`config.mk`:
```
export PLATFORM = sky130hd
export DESIGN_NAME = points_fifo_wr_arbiter
export DESIGN_NICKNAME = d
export VERILOG_FILES = /design/src/rtl/alfa_points_pkg.sv /design/src/rtl/alib_rr_arbiter.sv /design/src/rtl/points_fifo_wr_arbiter.sv
export SDC_FILE = /design/constraint.sdc
export NUM_CORES = 1
export LEC_CHECK = 0
export CAP_MARGIN = 40
export CORE_MARGIN = 2
export CORE_UTILIZATION = 34
export CTS_CLUSTER_SIZE = 14
export DETAILED_ROUTE_END_ITERATION = 16
export GPL_TIMING_DRIVEN = 1
export HOLD_SLACK_MARGIN = 0.12
export PLACE_DENSITY = 0.87
export SYNTH_ARGS = -nofsm -noshare
export SYNTH_HDL_FRONTEND = slang
export SYNTH_HIERARCHICAL = 1
export SYNTH_SLANG_ARGS = --single-unit
```
`constraint.sdc`:
```
create_clock -name clk -period 4.4 [get_ports clk]
set_input_delay 0.88 -clock clk [delete_from_list [all_inputs] [get_ports clk]]
set_output_delay 0.88 -clock clk [all_outputs]
set_load 0.05 [all_outputs]
```
`src/rtl/alfa_points_pkg.sv`:
```
// Shared definitions for the points datapath: the default coordinate width,
// the default FIFO depth, and the packed point record. The arbiter and
// points_circular_fifo both use these.
package alfa_points_pkg;

  localparam int COORD_W    = 16;
  localparam int FIFO_DEPTH = 16;

  // One point as stored in the FIFO: {x, y, z}, with x in the top bits.
  typedef struct packed {
    logic [COORD_W-1:0] x;
    logic [COORD_W-1:0] y;
    logic [COORD_W-1:0] z;
  } point_t;

  // Builds a point record from its separate coordinates.
  function automatic point_t make_point(input logic [COORD_W-1:0] x,
                                        input logic [COORD_W-1:0] y,
                                        input logic [COORD_W-1:0] z);
    point_t p;
    p.x = x;
    p.y = y;
    p.z = z;
    return p;
  endfunction

endpackage

```
`src/rtl/alib_rr_arbiter.sv`:
```
// Generic round-robin arbiter. It is purely combinational; the caller owns the
// rotating pointer. Starting at rr_ptr and wrapping upward, the first asserted
// request wins. Nothing is granted when en is low or when no request is set.
module alib_rr_arbiter #(
  parameter int NUM_REQ = 4,
  parameter int IDX_W   = (NUM_REQ > 1) ? $clog2(NUM_REQ) : 1
) (
  input  logic [NUM_REQ-1:0] req,
  input  logic               en,
  input  logic [IDX_W-1:0]   rr_ptr,
  output logic [NUM_REQ-1:0] grant,
  output logic [IDX_W-1:0]   grant_idx
);

  // Returns (base + off) mod NUM_REQ. This also works when NUM_REQ is not a
  // power of two.
  function automatic logic [IDX_W-1:0] wrap_add(input logic [IDX_W-1:0] base,
                                                input int unsigned      off);
    int unsigned s;
    s = int'(base) + off;
    if (s >= NUM_REQ) s = s - NUM_REQ;
    return IDX_W'(s);
  endfunction

  // Scan from the farthest offset down to offset 0. The last hit overwrites
  // the earlier ones, so the request nearest to rr_ptr wins.
  always_comb begin
    // NOTE: every output gets a default before the loop so that no path
    // leaves it unassigned; otherwise a latch would be inferred.
    grant     = '0;
    grant_idx = '0;
    for (int k = NUM_REQ - 1; k >= 0; k--) begin
      if (en && req[wrap_add(rr_ptr, k)]) begin
        grant                       = '0;
        grant[wrap_add(rr_ptr, k)]  = 1'b1;
        grant_idx                   = wrap_add(rr_ptr, k);
      end
    end
  end

endmodule

```
`src/rtl/points_fifo_wr_arbiter.sv`:
```
// Round-robin write arbiter that shares one points circular FIFO among
// NUM_REQ producers. At most one point per cycle is accepted and registered
// onto the FIFO write port.
//
// A local credit counter tracks FIFO occupancy. It counts a point when the
// point is accepted, one cycle before the FIFO sees the write. Because of
// this, the registered write can never land on a full FIFO.
module points_fifo_wr_arbiter
  import alfa_points_pkg::*;
#(
  parameter int NUM_REQ    = 4,
  parameter int FIFO_DEPTH = alfa_points_pkg::FIFO_DEPTH,
  parameter int COORD_W    = alfa_points_pkg::COORD_W,
  parameter int IDX_W      = (NUM_REQ > 1) ? $clog2(NUM_REQ) : 1,
  parameter int OCC_W      = $clog2(FIFO_DEPTH) + 1
) (
  input  logic                       clk,
  input  logic                       rst,
  input  logic [NUM_REQ-1:0]         req_valid,
  output logic [NUM_REQ-1:0]         req_ready,
  input  logic [NUM_REQ*COORD_W-1:0] req_x,
  input  logic [NUM_REQ*COORD_W-1:0] req_y,
  input  logic [NUM_REQ*COORD_W-1:0] req_z,
  output logic                       fifo_wr_en,
  output logic [COORD_W-1:0]         fifo_x,
  output logic [COORD_W-1:0]         fifo_y,
  output logic [COORD_W-1:0]         fifo_z,
  input  logic                       fifo_rd_en,
  input  logic                       fifo_empty,
  output logic [IDX_W-1:0]           grant_id,
  output logic [OCC_W-1:0]           occupancy
);

  logic [IDX_W-1:0]   rr_ptr;
  logic [NUM_REQ-1:0] grant;
  logic [IDX_W-1:0]   grant_idx;
  logic               credit_ok;
  logic               xfer;
  logic               rd_dec;
  logic [COORD_W-1:0] sel_x, sel_y, sel_z;

  // Arbitration is allowed only when a FIFO slot is free and reset is low.
  // The credit check uses the registered count, so a read on the FIFO side
  // reaches ready one cycle later. There is no combinational path from read
  // to ready.
  assign credit_ok = (occupancy < OCC_W'(FIFO_DEPTH));
  assign req_ready = grant;
  assign xfer      = |(req_valid & grant);
  assign rd_dec    = fifo_rd_en && !fifo_empty && (occupancy != '0);

  alib_rr_arbiter #(
    .NUM_REQ (NUM_REQ),
    .IDX_W   (IDX_W)
  ) u_arb (
    .req       (req_valid),
    .en        (credit_ok && !rst),
    .rr_ptr    (rr_ptr),
    .grant     (grant),
    .grant_idx (grant_idx)
  );

  // Route the winning producer's coordinates through the one-hot grant.
  always_comb begin
    sel_x = '0;
    sel_y = '0;
    sel_z = '0;
    for (int i = 0; i < NUM_REQ; i++) begin
      if (grant[i]) begin
        sel_x = req_x[i*COORD_W +: COORD_W];
        sel_y = req_y[i*COORD_W +: COORD_W];
        sel_z = req_z[i*COORD_W +: COORD_W];
      end
    end
  end

  // This block holds the output register, the round-robin pointer and the
  // credit counter. It reads and writes them on the same clock edge.
  always_ff @(posedge clk) begin
    // NOTE: state uses non-blocking assignments, so every read in this block
    // sees the value from before the edge. Blocking assignments would let a
    // later read observe a value updated at this same edge.
    if (rst) begin
      fifo_wr_en <= 1'b0;
      fifo_x     <= '0;
      fifo_y     <= '0;
      fifo_z     <= '0;
      grant_id   <= '0;
      rr_ptr     <= '0;
      occupancy  <= '0;
    end else begin
      fifo_wr_en <= xfer;
      if (xfer) begin
        fifo_x   <= sel_x;
        fifo_y   <= sel_y;
        fifo_z   <= sel_z;
        grant_id <= grant_idx;
        rr_ptr   <= (grant_idx == IDX_W'(NUM_REQ - 1)) ? '0 : grant_idx + IDX_W'(1);
      end
      if (xfer && !rd_dec) begin
        occupancy <= occupancy + OCC_W'(1);
      end else if (!xfer && rd_dec) begin
        occupancy <= occupancy - OCC_W'(1);
      end
    end
  end

endmodule

```
After elaboration in Yosys (flattened, before gate mapping)
Index checks and enable logic that the tools add are counted.
{"block": "totals", "inputBits": 200, "regBits": 58, "elab_cells": 103, "out_inout_bits": 60}
{"block": "classes", "order_cmp": 17, "muxes": 47, "addsub": 10, "eq_ne": 1, "bitwise": 1, "reduce_logical": 20}
{"operator": "$mux 16", "count": 12}
{"operator": "$mux 2", "count": 13}
{"operator": "$lt 2x3->1 const B", "count": 8}
{"operator": "$mux 4", "count": 4}
{"operator": "$logic_and 1x1->1", "count": 13}
{"operator": "$mux 5", "count": 2}
{"operator": "$ge 3x3->1 const B", "count": 3}
{"operator": "$bmux 1 s2", "count": 4}
{"operator": "$demux 1 s2", "count": 4}
{"operator": "$ge 2x1->1 const B", "count": 4}
{"operator": "$mux 1", "count": 8}
{"operator": "$sub 2x1->2 const B", "count": 4}
{"operator": "$add 2x2->3 const B", "count": 2}
{"operator": "$add 5x1->5 const B", "count": 1}
{"operator": "$lt 5x5->1 const B", "count": 1}
{"operator": "$reduce_bool 5->1", "count": 1}
{"operator": "$sub 5x1->5 const B", "count": 1}
{"operator": "$and 4x4->4", "count": 1}
{"operator": "$logic_not 1->1", "count": 4}
{"operator": "$reduce_or 4->1", "count": 1}
{"operator": "$add 2x1->3 const B", "count": 1}
{"operator": "$ge 2x3->1 const B", "count": 1}
{"operator": "$add 2x1->2 const B", "count": 1}
{"operator": "$eq 2x2->1 const B", "count": 1}
{"operator": "$reduce_bool 2->1", "count": 1}

Longest topological paths before layout
Gate-level depths: netlist (run 1).
{"block": "depth", "depth_word": 21, "ltp_mapped": 19, "ltp_nobuf": 15}

Cells and area by module
The synthesis (run 1) kept the hierarchy.
{"module": "points_fifo_wr_arbiter", "seq_area_each_um2": 1161.1, "area_each_um2": 3537.1, "cells_each": 392, "instances": 1}
{"module": "alib_rr_arbiter", "seq_area_each_um2": 0.0, "area_each_um2": 564.3, "cells_each": 77, "instances": 1}

Worst setup path after synthesis (run 1)
No wires, ideal clock.
{"block": "synth_path", "path_kind": "register to register", "start": "register rr_ptr[0]", "end": "register occupancy[4]", "slack_ns": -0.859, "t_required_ns": 4.279, "stages_incl_launch_ff": 19, "synth_period_minus_slack_ns": 5.259, "setup_ns": 0.121, "path_buffers": 3, "arrival_ns": 5.138, "cell_sequence": "dfxtp_1 -> buf_2 -> inv_1 -> ha_1 -> clkbuf_4 -> or3b_1 -> a211oi_2 -> o21ai_0 -> a31oi_1 -> a22oi_1 -> nand2_1 -> buf_2 -> ha_1 -> inv_1 -> ha_1 -> a21oi_1 -> a211oi_1 -> a31oi_1 -> mux2_2"}
{"block": "synth_between", "elab_chain_len": 17, "word_cells_on_any_way": 62}
{"item": "start, declared", "line_no": "points_fifo_wr_arbiter.sv:34", "source": "logic [IDX_W-1:0] rr_ptr;"}
{"item": "start signal, assigned", "line_no": "points_fifo_wr_arbiter.sv:97", "source": "rr_ptr <= (grant_idx == IDX_W'(NUM_REQ - 1)) ? '0 : grant_idx + IDX_W'(1);"}
{"item": "$add 2x2->3", "line_no": "alib_rr_arbiter.sv:20", "source": "s = int'(base) + off;"}
{"item": "$ge 3x3->1 / $sub 2x1->2 (equally long branches)", "line_no": "alib_rr_arbiter.sv:21", "source": "if (s >= NUM_REQ) s = s - NUM_REQ;"}
{"item": "$mux 2", "line_no": "alib_rr_arbiter.sv:21"}
{"item": "$mux 2", "line_no": "alib_rr_arbiter.sv:33", "source": "if (en && req[wrap_add(rr_ptr, k)]) begin"}
{"item": "$lt 2x3->1 (implied by the code) / $ge 2x1->1 (equally long branches)", "line_no": "alib_rr_arbiter.sv:35", "source": "grant[wrap_add(rr_ptr, k)] = 1'b1;"}
{"item": "$logic_and 1x1->1 (implied by the code)", "line_no": "alib_rr_arbiter.sv:35"}
{"item": "$mux 1 (implied by the code)", "line_no": "alib_rr_arbiter.sv:35"}
{"item": "$demux 1 s2"}
{"item": "$mux 4 (3 in a row)", "line_no": "alib_rr_arbiter.sv:33"}
{"item": "$mux 4 (*)", "line_no": "alib_rr_arbiter.sv:33"}
{"item": "via req_ready[2]", "line_no": "points_fifo_wr_arbiter.sv:20", "source": "output logic [NUM_REQ-1:0] req_ready,"}
{"item": "$and 4x4->4 (*)", "line_no": "points_fifo_wr_arbiter.sv:48", "source": "assign xfer = |(req_valid & grant);"}
{"item": "$reduce_or 4->1 (*)", "line_no": "points_fifo_wr_arbiter.sv:48"}
{"item": "via xfer", "line_no": "points_fifo_wr_arbiter.sv:38", "source": "logic xfer;"}
{"item": "$logic_not 1->1", "line_no": "points_fifo_wr_arbiter.sv:101", "source": "end else if (!xfer && rd_dec) begin"}
{"item": "$logic_and 1x1->1", "line_no": "points_fifo_wr_arbiter.sv:101"}
{"item": "$reduce_bool 2->1 (no source line)"}
{"item": "end signal, assigned", "line_no": "points_fifo_wr_arbiter.sv:100", "source": "occupancy <= occupancy + OCC_W'(1);"}
{"item": "end signal, assigned", "line_no": "points_fifo_wr_arbiter.sv:102", "source": "occupancy <= occupancy - OCC_W'(1);"}
{"item": "end, declared", "line_no": "points_fifo_wr_arbiter.sv:31", "source": "output logic [OCC_W-1:0] occupancy"}
The timed path passes the listed nets; every way through them passes the cells marked *. The select of a mux whose other input is x is not followed.
A chain may end at the register's enable or synchronous reset.

Worst setup path in the final report (run 1)
{"block": "layout_path", "start": "input req_valid[3]", "end": "output req_ready[1]"}
{"block": "layout_between", "elab_chain_len": 7, "word_cells_on_any_way": 16}
{"item": "start, declared", "line_no": "points_fifo_wr_arbiter.sv:19", "source": "input logic [NUM_REQ-1:0] req_valid,"}
{"item": "$bmux 1 s2", "line_no": "alib_rr_arbiter.sv:33"}
{"item": "$mux 1 (implied by the code)", "line_no": "alib_rr_arbiter.sv:33"}
{"item": "$logic_and 1x1->1", "line_no": "alib_rr_arbiter.sv:33"}
{"item": "$mux 4 (3 in a row)", "line_no": "alib_rr_arbiter.sv:33"}
{"item": "$mux 4 (*)", "line_no": "alib_rr_arbiter.sv:33"}
{"item": "end, declared", "line_no": "points_fifo_wr_arbiter.sv:20"}
Mark *: on every way between the ends. The rest lies on a longest branch, timed or not. The select of a mux whose other input is x is not followed.

==> impl_metrics.py, run 1 <==
metrics = {
    "layout": {
        "area_delta_synth_final_pct": 76.6,
        "multiInputGateArea_um2": 2740,
        "nFillCells": 1004,
        "regArea_um2": 1160,
        "drive_above_1_share_pct": 11.2,
        "final_common_cell": "clkdlybuf4s50_1",
        "nets": 924,
        "final_cell_mix": "255 x clkdlybuf4s50_1, 57 x nand2_1, 57 x dfxtp_1",
        "antenna_cells": 0,
    },
    "global_route": {
        "grt_usage_pct": 22.7,
        "grt_pass1_wl_um": 23800,
        "grt_max_degree": 61,
        "overflow": 0,
        "antenna_found_initial": 0,
        "grt_pass1_vias": 4910,
    },
    "die": {
        "dieArea_um2": 13000,
        "initial_core_util_pct": 34.4,
        "ios": 260,
        "die-width_um": 114,
        "core_um2": 11900,
        "die_h_um": 114,
        "num_rows": 40,
    },
    "sta": {
        "worst_slew_pin_slew_ns": 0.769,
        "setup_viol": 0,
        "setup_ws_ns": 0.147,
        "fin_setup_tns_ns": 0,
        "clock_skew_ns": 0.00713,
        "slew_violations": 0,
        "finalHoldViolCount": 0,
        "timing.final.crit_share_pct": 96.7,
        "finalCriticalPeriod_ns": 4.25,
        "rsz0062_at_grt": "false",
        "relSlewSlack_pct": 48.8,
        "fmax_mhz": 235,
    },
    "routing": {
        "drt_iter0_markers": 226,
        "first_pass_iters": 4,
        "via_count": 4755,
        "drc_errors": 0,
        "ant_nets": 0,
        "viasPerCell": 5.51,
        "routedWlPerCell_um": 17.8,
        "routed_wl_um": 15300,
    },
    "min_path": {
        "hold_path_class": "flip-flop to flip-flop",
    },
    "clock_network": {
        "cts.sinks": 58,
        "clk_path_buf_depth": 2,
        "root_buffer": "clkbuf_16",
        "hold_buffers": 0,
        "clkTransAtPathRegs_ns": 0.05,
        "cts_tree": "built",
        "post_cts_resized": 0,
        "cts_buffers": 9,
        "cts_setup_buffers": 0,
        "htreeDepth": 3,
        "clk-insertion-delay-late_ns": 0.32,
    },
    "placement": {
        "gp_congestion": 0.867,
        "place_ws_ns": 0.00913,
        "dp_hpwl_um": 11600,
        "portBuffers": 259,
    },
    "yosys": {
        "avgSynthCellArea_um2": 8.75,
        "yosys_warnings": 6,
        "ys.flop_type": "dfxtp_1",
        "synth_top_area_share_pct": 28.3,
        "syn-cell-area_um2": 4100,
        "synth_edf_count": 0,
        "synth_nets": 682,
        "ys_ff_latch": 58,
        "synth_area_leaders": "dfxtp_1 28%, a22o_1 9.6%, o31ai_1 8.2%",
        "ys_types": 46,
        "syn-instance-count": 469,
        "synth_top_area_cell": "dfxtp_1",
        "synthArstFlopShare_pct": 0,
        "ys_seq_area_share_pct": 28.3,
    },
    "job": {
        "cap_viol_max_count": 0,
    },
    "setup_path": {
        "cp_data_arrival_time_ns": 3.37,
        "crit_type": "primary input to output port",
        "worst_ep_required_time_ns": 3.52,
        "cp_max_fo": 50,
        "cp-end-kind": "output port",
        "start_kind": "primary input",
    },
    "power": {
        "p_leak_nw": 2.65,
        "power.density_nw_per_um2": 826,
        "ir_worst_vdd_mv": 0.382,
    },
    "status": {
        "status": "completed",
    },
}
-- final cells by class --
class                      instances  area share [%]
multi-input combinational        357            37.8
clock inverter                     4           0.691
timing repair buffer             280            39.1
tap                              147            2.54
inverter                           5           0.259
clock buffer                      12            3.54
sequential                        58            16.0
-- through the flow --
| stage | area [um2] | std cells | hold slack (ns) | util, % | total power [mW] |
|---|---|---|---|---|---|
| CTS | 7240 | 863 | 0.479 | 60.8 | 6.01 |
| global placement | 6910 | 846 | 0.461 | 58.0 | 5.14 |
| global route | 7240 | 863 | 0.487 | 60.8 | 6.34 |
| detailed placement | 6940 | 847 | 0.462 | 58.2 | 5.28 |
| finish | 7240 | 863 | 0.473 | 60.8 | 5.98 |
| floorplan | 4170 | 469 | 0.547 | - | 3.96 |
-- final timing paths --
check | to | cells after the start | slack (ns) | start
worst max-delay path | req_ready[1] | 7 | 0.15 | req_valid[3]
worst min-delay path | fifo_x[1] | 1 | 0.47 | fifo_x[1]
worst max register to register | occupancy[4] | 15 | 0.56 | rr_ptr[1]
worst min register to register | fifo_x[1] | 1 | 0.47 | fifo_x[1]
-- flip-flops by register name, indices dropped and copies added (netlist names) --
signal / cells
fifo_wr_en: 1
fifo_y: 16
occupancy: 5
fifo_z: 16
fifo_x: 16
grant_id: 2
rr_ptr: 2
-- power by group --
part / internal [mW] / switching (mW) / total (mW)
Clock: 0.468 / 0.235 / 0.703
Combinational: 1.76 / 2.59 / 4.35
Sequential: 0.785 / 0.143 / 0.928
-- per-layer routing --
layer | track usage [%] | wire [um] | share of wire [%] | vias to the layer above
li1 | - | - | - | 2282
met5 | 0 | 0 | 0 | -
met1 | 26.4 | 6280 | 41 | 2241
met4 | 7.64 | 289 | 1.9 | 0
met2 | 40.9 | 7630 | 50 | 209
met3 | 5.42 | 1120 | 7.3 | 23
-- worst max-delay path, cell delays in order --
cell and delay [ns]:
clkdlybuf4s50_1 0.57, or3b_1 0.40, a211oi_2 0.32, o21ai_0 0.20, a31oi_4 0.19, buf_4 0.57
buf_12 0.22
-- cells in the mapped netlist (2+ instances only) --
library cell / n
a211oi_2: 2
o311a_1: 3
o41ai_1: 2
a21oi_1: 9
a221oi_1: 28
a22o_1: 45
nor2b_1: 52
dfxtp_1: 58
buf_6: 4
nor3_1: 4
a221oi_2: 20
nor2_1: 21
buf_4: 2
or3b_1: 2
inv_1: 5
mux2i_1: 9
clkbuf_4: 2
o22ai_1: 2
nand3b_1: 2
clkbuf_1: 19
ha_1: 12
nand2b_1: 3
nand2_1: 58
a31oi_1: 6
mux4_2: 2
mux2_2: 4
o21ai_0: 8
buf_2: 22
o31ai_1: 45
nand3_1: 2
-- cell families after synthesis --
| family | after synthesis | synth area share (%) |
|---|---|---|
| muxes | 15 | 4.39 |
| and+or+nand+nor | 150 | 18.4 |
| buffers and inverters | 54 | 6.71 |
| AOI/OAI and AO/OA | 177 | 37.6 |
| DFF | 58 | 28.3 |
| adders and majority gates | 13 | 4.15 |
| xor gates and xnor gates | 2 | 0.427 |
Note: power is estimated with default switching activity, not from simulation.
==> run 2, diff against run 1 <==
--- a/config.mk
+++ b/config.mk
@@ -6,13 +6,14 @@
 export NUM_CORES = 1
 export LEC_CHECK = 0
 export CAP_MARGIN = 40
-export CORE_MARGIN = 2
-export CORE_UTILIZATION = 34
+export CORE_AREA = 2 2 101 103
 export CTS_CLUSTER_SIZE = 14
 export DETAILED_ROUTE_END_ITERATION = 16
+export DIE_AREA = 0 0 103 105
+export DONT_BUFFER_PORTS = 1
 export GPL_TIMING_DRIVEN = 1
 export HOLD_SLACK_MARGIN = 0.12
-export PLACE_DENSITY = 0.87
+export PLACE_DENSITY = 0.67
 export SYNTH_ARGS = -nofsm -noshare
 export SYNTH_HDL_FRONTEND = slang
 export SYNTH_HIERARCHICAL = 1
==> impl_metrics.py, run 2 (synthesis gave the netlist of run 1 again) <==
metrics = {
    "routing": {
        "drc_errors": 0,
        "first_pass_iters": 4,
        "met1_length_um": 4900,
        "ant_nets": 0,
        "viasPerCell": 6.54,
        "wl_met3_um": 965,
        "via_count": 3784,
        "drt_iter0_markers": 204,
        "routed_wl_um": 12500,
        "wl_met2_um": 6380,
        "routedWlPerCell_um": 21.6,
        "top_layer": "met4",
    },
    "global_route": {
        "overflow": 0,
        "grt_pass1_vias": 3716,
        "grt_usage_pct": 21.9,
        "grt_max_degree": 65,
        "antenna_found_initial": 0,
        "grt_pass1_wl_um": 18600,
    },
    "die": {
        "die-width_um": 103,
        "core_um2": 9640,
        "initial_core_util_pct": 42.5,
        "dieArea_um2": 10800,
        "die_h_um": 105,
        "ios": 260,
        "num_rows": 36,
    },
    "sta": {
        "finalHoldViolCount": 0,
        "clock_skew_ns": 0.0108,
        "holdWs_ns": 0.609,
        "setup_viol": 0,
        "slew_violations": 0,
        "rsz0062_at_grt": "false",
        "finalCriticalPeriod_ns": 4.00,
        "timing.final.crit_share_pct": 91.0,
        "relSlewSlack_pct": 45.2,
        "fmax_mhz": 250,
        "worst_slew_pin_slew_ns": 0.821,
        "setup_ws_ns": 0.396,
        "fin_setup_tns_ns": 0,
    },
    "setup_path": {
        "max_stage_delay_ns": 0.68,
        "critical_path_buf_inv_count": 2,
        "cpMaxStageDelayCell": "buf_4",
        "crit_type": "flip-flop to output port",
        "path_cells": "inv_1, ha_1, or3b_1, a211oi_2, o21ai_0, a31oi_4, buf_4",
        "cp_data_arrival_time_ns": 3.12,
        "cp_max_fo": 50,
        "worst_ep_required_time_ns": 3.52,
        "cp-end-kind": "output port",
        "start_kind": "flip-flop",
        "cpLargestDelayFamily": "buffers and inverters",
    },
    "layout": {
        "nFillCells": 938,
        "stdcell_count": 579,
        "area_delta_synth_final_pct": 8.33,
        "final_cell_mix": "57 x nand2_1, 57 x dfxtp_1, 51 x nor2b_1",
        "antenna_cells": 0,
        "nets": 655,
        "largestRegisters": "fifo_x (16), fifo_y (16), fifo_z (16)",
        "drive_above_1_share_pct": 14.3,
        "regArea_um2": 1160,
        "multiInputGateArea_um2": 2740,
    },
    "clock_network": {
        "root_buffer": "clkbuf_8",
        "clk_path_buf_depth": 2,
        "cts_tree": "built",
        "cts_setup_buffers": 0,
        "htreeDepth": 3,
        "clkTransAtPathRegs_ns": 0.07,
        "cts.sinks": 58,
        "hold_buffers": 0,
        "cts_buffers": 9,
        "clk-insertion-delay-late_ns": 0.33,
    },
    "min_path": {
        "hold_path_class": "primary input to flip-flop",
    },
    "placement": {
        "gp_congestion": 0.875,
        "dp.cells": 564,
        "place_ws_ns": 0.370,
        "dp_hpwl_um": 9180,
        "portBuffers": 0,
    },
    "status": {
        "status": "completed",
    },
    "power": {
        "power.density_nw_per_um2": 1120,
        "ir_worst_vdd_mv": 0.435,
        "p_leak_nw": 1.56,
    },
    "job": {
        "cap_viol_max_count": 0,
    },
}
[run 2: cell type report]
class | count | area share [%]
inverters | 5 | 0.422
well taps | 133 | 3.75
clock buffers | 12 | 3.27
multi-input cells | 357 | 61.6
repair buffers | 11 | 3.86
flip-flops and latches | 58 | 26.2
clock inverters | 3 | 0.901
[run 2: path summary, 6_finish.rpt]
kind | from | endpoint | slack, ns | cells past startpoint
max | rr_ptr[0] | req_ready[1] | 0.40 | 7
min reg2reg | rr_ptr[0] | rr_ptr[0] | 0.65 | 2
max reg2reg | rr_ptr[0] | occupancy[4] | 0.45 | 15
min | rst | rr_ptr[0] | 0.61 | 1
[run 2: through the flow]
stage / total power, mW / utilization (%) / cell area [um2]
after global routing: 5.32 / 46.1 / 4440
after detailed placement: 4.50 / 44.1 / 4250
after CTS: 5.01 / 46.0 / 4440
final: 4.97 / 46.1 / 4440
after floorplan: 3.96 / - / 4170
after global placement: 4.33 / 43.3 / 4170
[run 2: what timing repair did]
item,CTS,global route
setup endpoints to repair,0,2
resized for setup,0,2
hold endpoints to repair,0,0
[run 2: layer usage]
layer | vias to the layer above | track usage, %
li1 | 1748 | -
met1 | 1841 | 24.7
met2 | 172 | 38.5
met3 | 23 | 5.89
met4 | 0 | 8.18
met5 | - | 0
[run 2: report_power, final]
group / total, mW / switching (mW) / internal, mW
Clock: 0.488 / 0.215 / 0.273
Sequential: 1.86 / 1.07 / 0.785
Combinational: 2.62 / 1.46 / 1.16
Total: 4.97 / 2.75 / 2.22
